**config.mk**
```make
export PLATFORM = sky130hd
export DESIGN_NAME = ext_int_ctrl
export DESIGN_NICKNAME = d
export VERILOG_FILES = /design/src/rtl/ext_int_ctrl.sv
export SDC_FILE = /design/constraint.sdc
export NUM_CORES = 1
export LEC_CHECK = 0
export BUFFER_PORTS_ARGS = -buffer_cell sky130_fd_sc_hd__buf_2
export CORE_MARGIN = 10
export CORE_UTILIZATION = 44
export CTS_CLUSTER_SIZE = 25
export DETAILED_ROUTE_END_ITERATION = 10
export GPL_TIMING_DRIVEN = 0
export PLACE_DENSITY_LB_ADDON = 0.05
export SETUP_SLACK_MARGIN = 0.2
export SYNTH_ARGS = -nofsm -noshare
export SYNTH_HDL_FRONTEND = slang
export SYNTH_SLANG_ARGS = --single-unit
```
**constraint.sdc**
```tcl
create_clock -name clk -period 2.5 [get_ports clk]
set_clock_uncertainty 0.15 [all_clocks]
set_input_delay 0.25 -clock clk [delete_from_list [all_inputs] [get_ports clk]]
set_output_delay 0.25 -clock clk [all_outputs]
set_load 0.05 [all_outputs]
```
**src/rtl/ext_int_ctrl.sv**
```systemverilog
// ext_int_ctrl: memory-mapped external interrupt controller.
// Captures edges on irq_src and a one-shot countdown expiry as pending bits,
// drives a registered interrupt line to the CPU, and drops it on an ACK
// write to the PEND register, followed by a short forced-low holdoff.
// Optional feature macro: EXT_INT_CTRL_LEVEL_EN (level-sensitive sources).
module ext_int_ctrl #(
    parameter int          NUM_SRC        = 4,
    parameter logic [31:0] BASE_ADDR      = 32'h00007f20,
    parameter int          HOLDOFF_CYCLES = 2
) (
    input  logic               clk,
    input  logic               reset,
    input  logic [31:0]        addr,
    input  logic [3:0]         byteen,
    input  logic [31:0]        wdata,
    output logic [31:0]        rdata,
    input  logic [NUM_SRC-1:0] irq_src,
    output logic               interrupt
);

    localparam int PW = NUM_SRC + 1;
    // Last holdoff count value before returning to IDLE.
    localparam logic [3:0] HOLD_LAST = (HOLDOFF_CYCLES == 0) ? 4'd0 : 4'(HOLDOFF_CYCLES - 1);

    typedef enum logic [1:0] {
        ST_IDLE     = 2'd0,
        ST_ASSERTED = 2'd1,
        ST_HOLDOFF  = 2'd2
    } state_t;

    // Replace the bytes of old_v selected by be with the matching bytes of new_v.
    function automatic logic [31:0] byte_merge(input logic [31:0] old_v,
                                               input logic [31:0] new_v,
                                               input logic [3:0]  be);
        logic [31:0] res;
        res = old_v;
        for (int b = 0; b < 4; b++) begin
            if (be[b]) begin
                res[8*b +: 8] = new_v[8*b +: 8];
            end else begin
                res[8*b +: 8] = old_v[8*b +: 8];
            end
        end
        return res;
    endfunction

    logic [PW-1:0]  r_pending;
    logic [PW-1:0]  r_mask;
    logic [31:0]    r_count;
    logic [3:0]     r_hold;
    logic           r_interrupt;
    state_t         r_state;

    state_t         w_state_nxt;
    logic [3:0]     w_hold_nxt;
    logic [31:0]    w_word_addr;
    logic           w_sel_pend;
    logic           w_sel_mask;
    logic           w_sel_cnt;
    logic           w_wr;
    logic           w_ack;
    logic           w_expire;
    logic [NUM_SRC-1:0] w_src_set;
    logic [PW-1:0]  w_set;
    logic [PW-1:0]  w_clr;
    logic [31:0]    w_mask_merged;

    // Address bits [1:0] are don't-care: decode on the word address only.
    assign w_word_addr   = addr & 32'hFFFF_FFFC;
    assign w_sel_pend    = (w_word_addr == BASE_ADDR);
    assign w_sel_mask    = (w_word_addr == (BASE_ADDR + 32'd4));
    assign w_sel_cnt     = (w_word_addr == (BASE_ADDR + 32'd8));
    assign w_wr          = (byteen != 4'b0000);
    assign w_ack         = w_wr & w_sel_pend;
    // Expiry is the 1->0 step; a same-cycle COUNT write does not suppress it.
    assign w_expire      = (r_count == 32'd1);
    assign w_mask_merged = byte_merge(32'(r_mask), wdata, byteen);

`ifdef EXT_INT_CTRL_LEVEL_EN
    // Level mode: a high source keeps re-setting its pending bit every cycle.
    assign w_src_set = irq_src;
`else
    logic [NUM_SRC-1:0] r_irq_prev;

    assign w_src_set = irq_src & ~r_irq_prev;

    // Previous-cycle copy of the sources for rising-edge detection.
    always_ff @(posedge clk or posedge reset) begin
        if (reset) begin
            r_irq_prev <= {NUM_SRC{1'b0}};
        end else begin
            r_irq_prev <= irq_src;
        end
    end
`endif

    assign w_set = {w_expire, w_src_set};
    assign w_clr = w_ack ? wdata[PW-1:0] : {PW{1'b0}};

    // Pending bits: clear by ACK first, then OR in new events so set wins.
    always_ff @(posedge clk or posedge reset) begin
        if (reset) begin
            r_pending <= {PW{1'b0}};
        end else begin
            r_pending <= (r_pending & ~w_clr) | w_set;
        end
    end

    // Mask register, byte-merged; bytes beyond PW bits fall away.
    always_ff @(posedge clk or posedge reset) begin
        if (reset) begin
            r_mask <= {PW{1'b1}};
        end else if (w_wr && w_sel_mask) begin
            r_mask <= w_mask_merged[PW-1:0];
        end else begin
            r_mask <= r_mask;
        end
    end

    // One-shot countdown: load on write, otherwise decrement toward zero.
    always_ff @(posedge clk or posedge reset) begin
        if (reset) begin
            r_count <= 32'd0;
        end else if (w_wr && w_sel_cnt) begin
            r_count <= byte_merge(r_count, wdata, byteen);
        end else if (r_count != 32'd0) begin
            r_count <= r_count - 32'd1;
        end else begin
            r_count <= r_count;
        end
    end

    // Next-state logic for the interrupt handshake FSM.
    always_comb begin
        w_state_nxt = r_state;
        w_hold_nxt  = r_hold;
        case (r_state)
            ST_IDLE: begin
                if ((r_pending & r_mask) != {PW{1'b0}}) begin
                    w_state_nxt = ST_ASSERTED;
                end else begin
                    w_state_nxt = ST_IDLE;
                end
            end
            ST_ASSERTED: begin
                if (w_ack) begin
                    if (HOLDOFF_CYCLES == 0) begin
                        w_state_nxt = ST_IDLE;
                    end else begin
                        w_state_nxt = ST_HOLDOFF;
                        w_hold_nxt  = 4'd0;
                    end
                end else begin
                    w_state_nxt = ST_ASSERTED;
                end
            end
            ST_HOLDOFF: begin
                if (r_hold == HOLD_LAST) begin
                    w_state_nxt = ST_IDLE;
                    w_hold_nxt  = 4'd0;
                end else begin
                    w_state_nxt = ST_HOLDOFF;
                    w_hold_nxt  = r_hold + 4'd1;
                end
            end
            default: begin
                w_state_nxt = ST_IDLE;
                w_hold_nxt  = 4'd0;
            end
        endcase
    end

    // FSM state, holdoff counter and registered interrupt output.
    always_ff @(posedge clk or posedge reset) begin
        if (reset) begin
            r_state     <= ST_IDLE;
            r_hold      <= 4'd0;
            r_interrupt <= 1'b0;
        end else begin
            r_state     <= w_state_nxt;
            r_hold      <= w_hold_nxt;
            r_interrupt <= (w_state_nxt == ST_ASSERTED);
        end
    end

    assign interrupt = r_interrupt;

    // Combinational register read mux.
    always_comb begin
        rdata = 32'd0;
        if (w_sel_pend) begin
            rdata = 32'(r_pending);
        end else if (w_sel_mask) begin
            rdata = 32'(r_mask);
        end else if (w_sel_cnt) begin
            rdata = r_count;
        end else begin
            rdata = 32'd0;
        end
    end

endmodule

```
==> impl_metrics.yaml <==
layout:
  n_antenna_cell: 0
  fillers: 515
  nets: 655
  layout-drive-gt1-share: 0.516
  design_area_um2: 5580
  syn_to_final_growth_pct: 65.4
timing:
  period_share: 1.07
  hold_viol_final: 2
  worst_pin_slew_ps: 635
  fin_setup_tns_ps: -4620
  finalSetupViolCount: 42
  drv_slew: 0
  max_freq_mhz: 374
  hold_ws_ps: -7.07
  rsz0062_at_grt: "yes"
  maxSlewHeadroom: 0.576
  fin_ws_ps: -171
  period_needed_ps: 2670
critical_path:
  worstSetupStartpointType: "input port"
  worst-path-buf-inv: 5
  cp_slowest_cell: "or4b_4"
  regToRegSetupSlack_ps: -10
  crit_top_cell: "buf_6"
  cp_slowest_stage_delay_ps: 530
  cp.required_ps: 2100
  rr_worst_depth: 8
  path_max_fanout: 5
  worstPathArrival_ps: 2270
  worstSetupEndpointType: "output port"
  critPathLaunch: "addr[23]"
  rr_endpoint: "r_count[6]"
  r2r_start: "r_count[19]"
  critical_path_class: "in2out"
  cp_top_family: "simple AND/OR/NAND/NOR gates"
  crit_chain: "buf_6, or4b_4, or4_4, buf_6, nor2_4, buf_4, clkbuf_8, and2_4, buf_8"
power_and_ir_drop:
  switching_share: 0.235
  p_leak_nw: 2.39
  combinationalPowerShare: 0.079
  power_mw: 1.60
  internal-power_mw: 1.23
  pwr-share-seq: 0.537
  clockPowerShare: 0.383
  peakVddDrop_mv: 0.185
  power_density_nw_per_um2: 287
  p_switching_mw: 0.376
global_routing:
  grt_util_all_layers: 0.202
  antenna_found_initial: 0
  grt_pass1_wl_um: 19200
  grt-ovfl-total: 0
  grt_max_degree: 29
  grt_pass1_vias: 3928
routing:
  wl_per_cell_um: 18.1
  avgViaCountPerCell: 5.71
  drc: 0
  first_iter_violations: 259
  antenna_left: 0
  drt-total-wl_um: 12300
  vias: 3868
  firstDrtPassIters: 5
clocking:
  cts_max_level: 2
  clock_path_buffers: 2
  clock_sinks: 53
  cts-buffers-inserted: 5
  cts_root_buf: "clkbuf_8"
  cts_tree: "yes"
  clock_latency_ps: 320
  path_clk_slew_ps: 100
synth:
  syn_avg_cell_area_um2: 8.61
  synthTopCellsByCount: "dfrtp_1, nor2_1, nand2_1"
  synth-seq-area-share: 0.395
  synth_area_um2: 3380
  async_flop_share: 1.00
  synth-seq-cells: 53
  synth_top_cell_by_area: "dfrtp_1"
  postSynthCellCount: 392
  synth-main-ff-cell: "dfrtp_1"
  yosys.area.top_type_share: 0.356
  yosysMostFrequentCell: "dfrtp_1"
  synth_edf_count: 0
  synth_nets: 470
  ys_types: 60
  yosysWarnings: 0
  synth.area.top_cells: "dfrtp_1, and2_1, nor2_1"
min_path:
  hp-class: "in2reg"
  hp-start: "wdata[16]"
  hold_depth: 3
  holdPathEnd: "r_count[16]"
placed_design:
  place_area_um2: 4220
  place_ws_ps: -495
  dpl.hpwl_um: 8060
  port_buffers: 102
  gp_congestion: 0.817
floorplan:
  num_rows: 31
  io_pins: 107
  initial_core_util: 0.458
  core_area_um2: 7370
  die_x_um: 108
  dieArea_um2: 11600
  die_height_um: 108
flow_run:
  maxCapViolations: 0
run_status:
  status: "finished, violations left"
  violations: "hold timing, setup timing"
[final cells by class]
cell class                 count  area [um2]  area share
sequential                    53        1340       0.240
buffer                        16         144      0.0258
multi-input combinational    302        2290       0.411
inverter                      20        75.1      0.0134
tap                           99         124      0.0222
clock buffer                   6        72.6      0.0130
clock inverter                 2        38.8     0.00695
timing repair buffer         179        1490       0.267
[power groups by stage]
stage          combinational, mW  sequential [mW]  clock, mW
3_3_place_gp               0.106            0.877          0
4_1_cts                    0.125            0.861      0.613
6_report                   0.127            0.861      0.614
5_1_grt                    0.142            0.861      0.639
2_1_floorplan             0.0363            0.877          0
3_5_place_dp               0.111            0.878          0
[worst max path at each step]
stage | slack [ps] | depth (start not counted) | end
after floorplan | -80 | 9 | r_count[26]
after global placement | -480 | 8 | rdata[30]
after detailed placement | -490 | 8 | rdata[30]
after CTS | -140 | 8 | rdata[8]
after global routing | -290 | 9 | r_count[21]
final | -170 | 9 | rdata[19]
[per-layer routing]
layer / GRT usage / share of wire
met1: 0.265 / 0.43
met2: 0.317 / 0.47
met3: 0.0503 / 0.077
met4: 0.0649 / 0.024
met5: 0 / 0
[tightest hold or removal path, stage by stage]
cell and delay [ps]:
buf_2 70, nand2_1 40, o211ai_1 70
[through the flow]
stage | cells | utilization
floorplan | 392 | -
global placement | 593 | 0.570
detailed placement | 594 | 0.572
CTS | 657 | 0.705
global route | 677 | 0.758
finish | 677 | 0.758
[registers in the layout, indices dropped and copies added, names as in the netlist]
register    cells
r_irq_prev      4
r_state         2
r_count        32
r_hold          4
r_mask          5
r_pending       5
interrupt       1
[cell families (layout without fill, tap and decap cells)]
group	after synthesis	after routing	share of synthesized area
flops	53	53	0.395
buf+inv	37	223	0.0482
mux	13	13	0.0404
compound gates	97	97	0.203
fa+ha+maj	4	4	0.0148
simple gates	188	188	0.299
[cell usage in the layout, fill, tap and decap left out, types with 5 or more instances in the layout]
| cell | count |
|---|---|
| dfstp_2 | 5 |
| inv_1 | 17 |
| dfrtp_1 | 40 |
| nor4_4 | 6 |
| nor2_2 | 8 |
| nor3_1 | 7 |
| nand2_1 | 29 |
| or3_1 | 5 |
| o21ai_0 | 19 |
| dfrtp_2 | 8 |
| buf_4 | 46 |
| buf_8 | 24 |
| clkbuf_8 | 8 |
| dlygate4sd3_1 | 9 |
| nor3_2 | 6 |
| buf_6 | 29 |
| clkbuf_1 | 6 |
| nor2b_1 | 5 |
| nor2_1 | 33 |
| mux2_2 | 5 |
| or4_4 | 7 |
| nand3_1 | 12 |
| mux2i_1 | 8 |
| o211ai_1 | 14 |
| nor4_1 | 6 |
| a31oi_1 | 5 |
| nand4_1 | 5 |
| buf_2 | 75 |
| and2_4 | 24 |
| a21oi_1 | 10 |
[timing repair]
item | in CTS | in global routing
cloned | 2 | 1
setup buffers | 44 | 20
hold endpoints to repair | 34 | 0
gates resized for setup | 115 | 54
hold buffers | 9 | 0
endpoints found under the setup margin | 70 | 80
pin swaps | 21 | 17
Note: power is estimated with default switching activity, not from simulation.
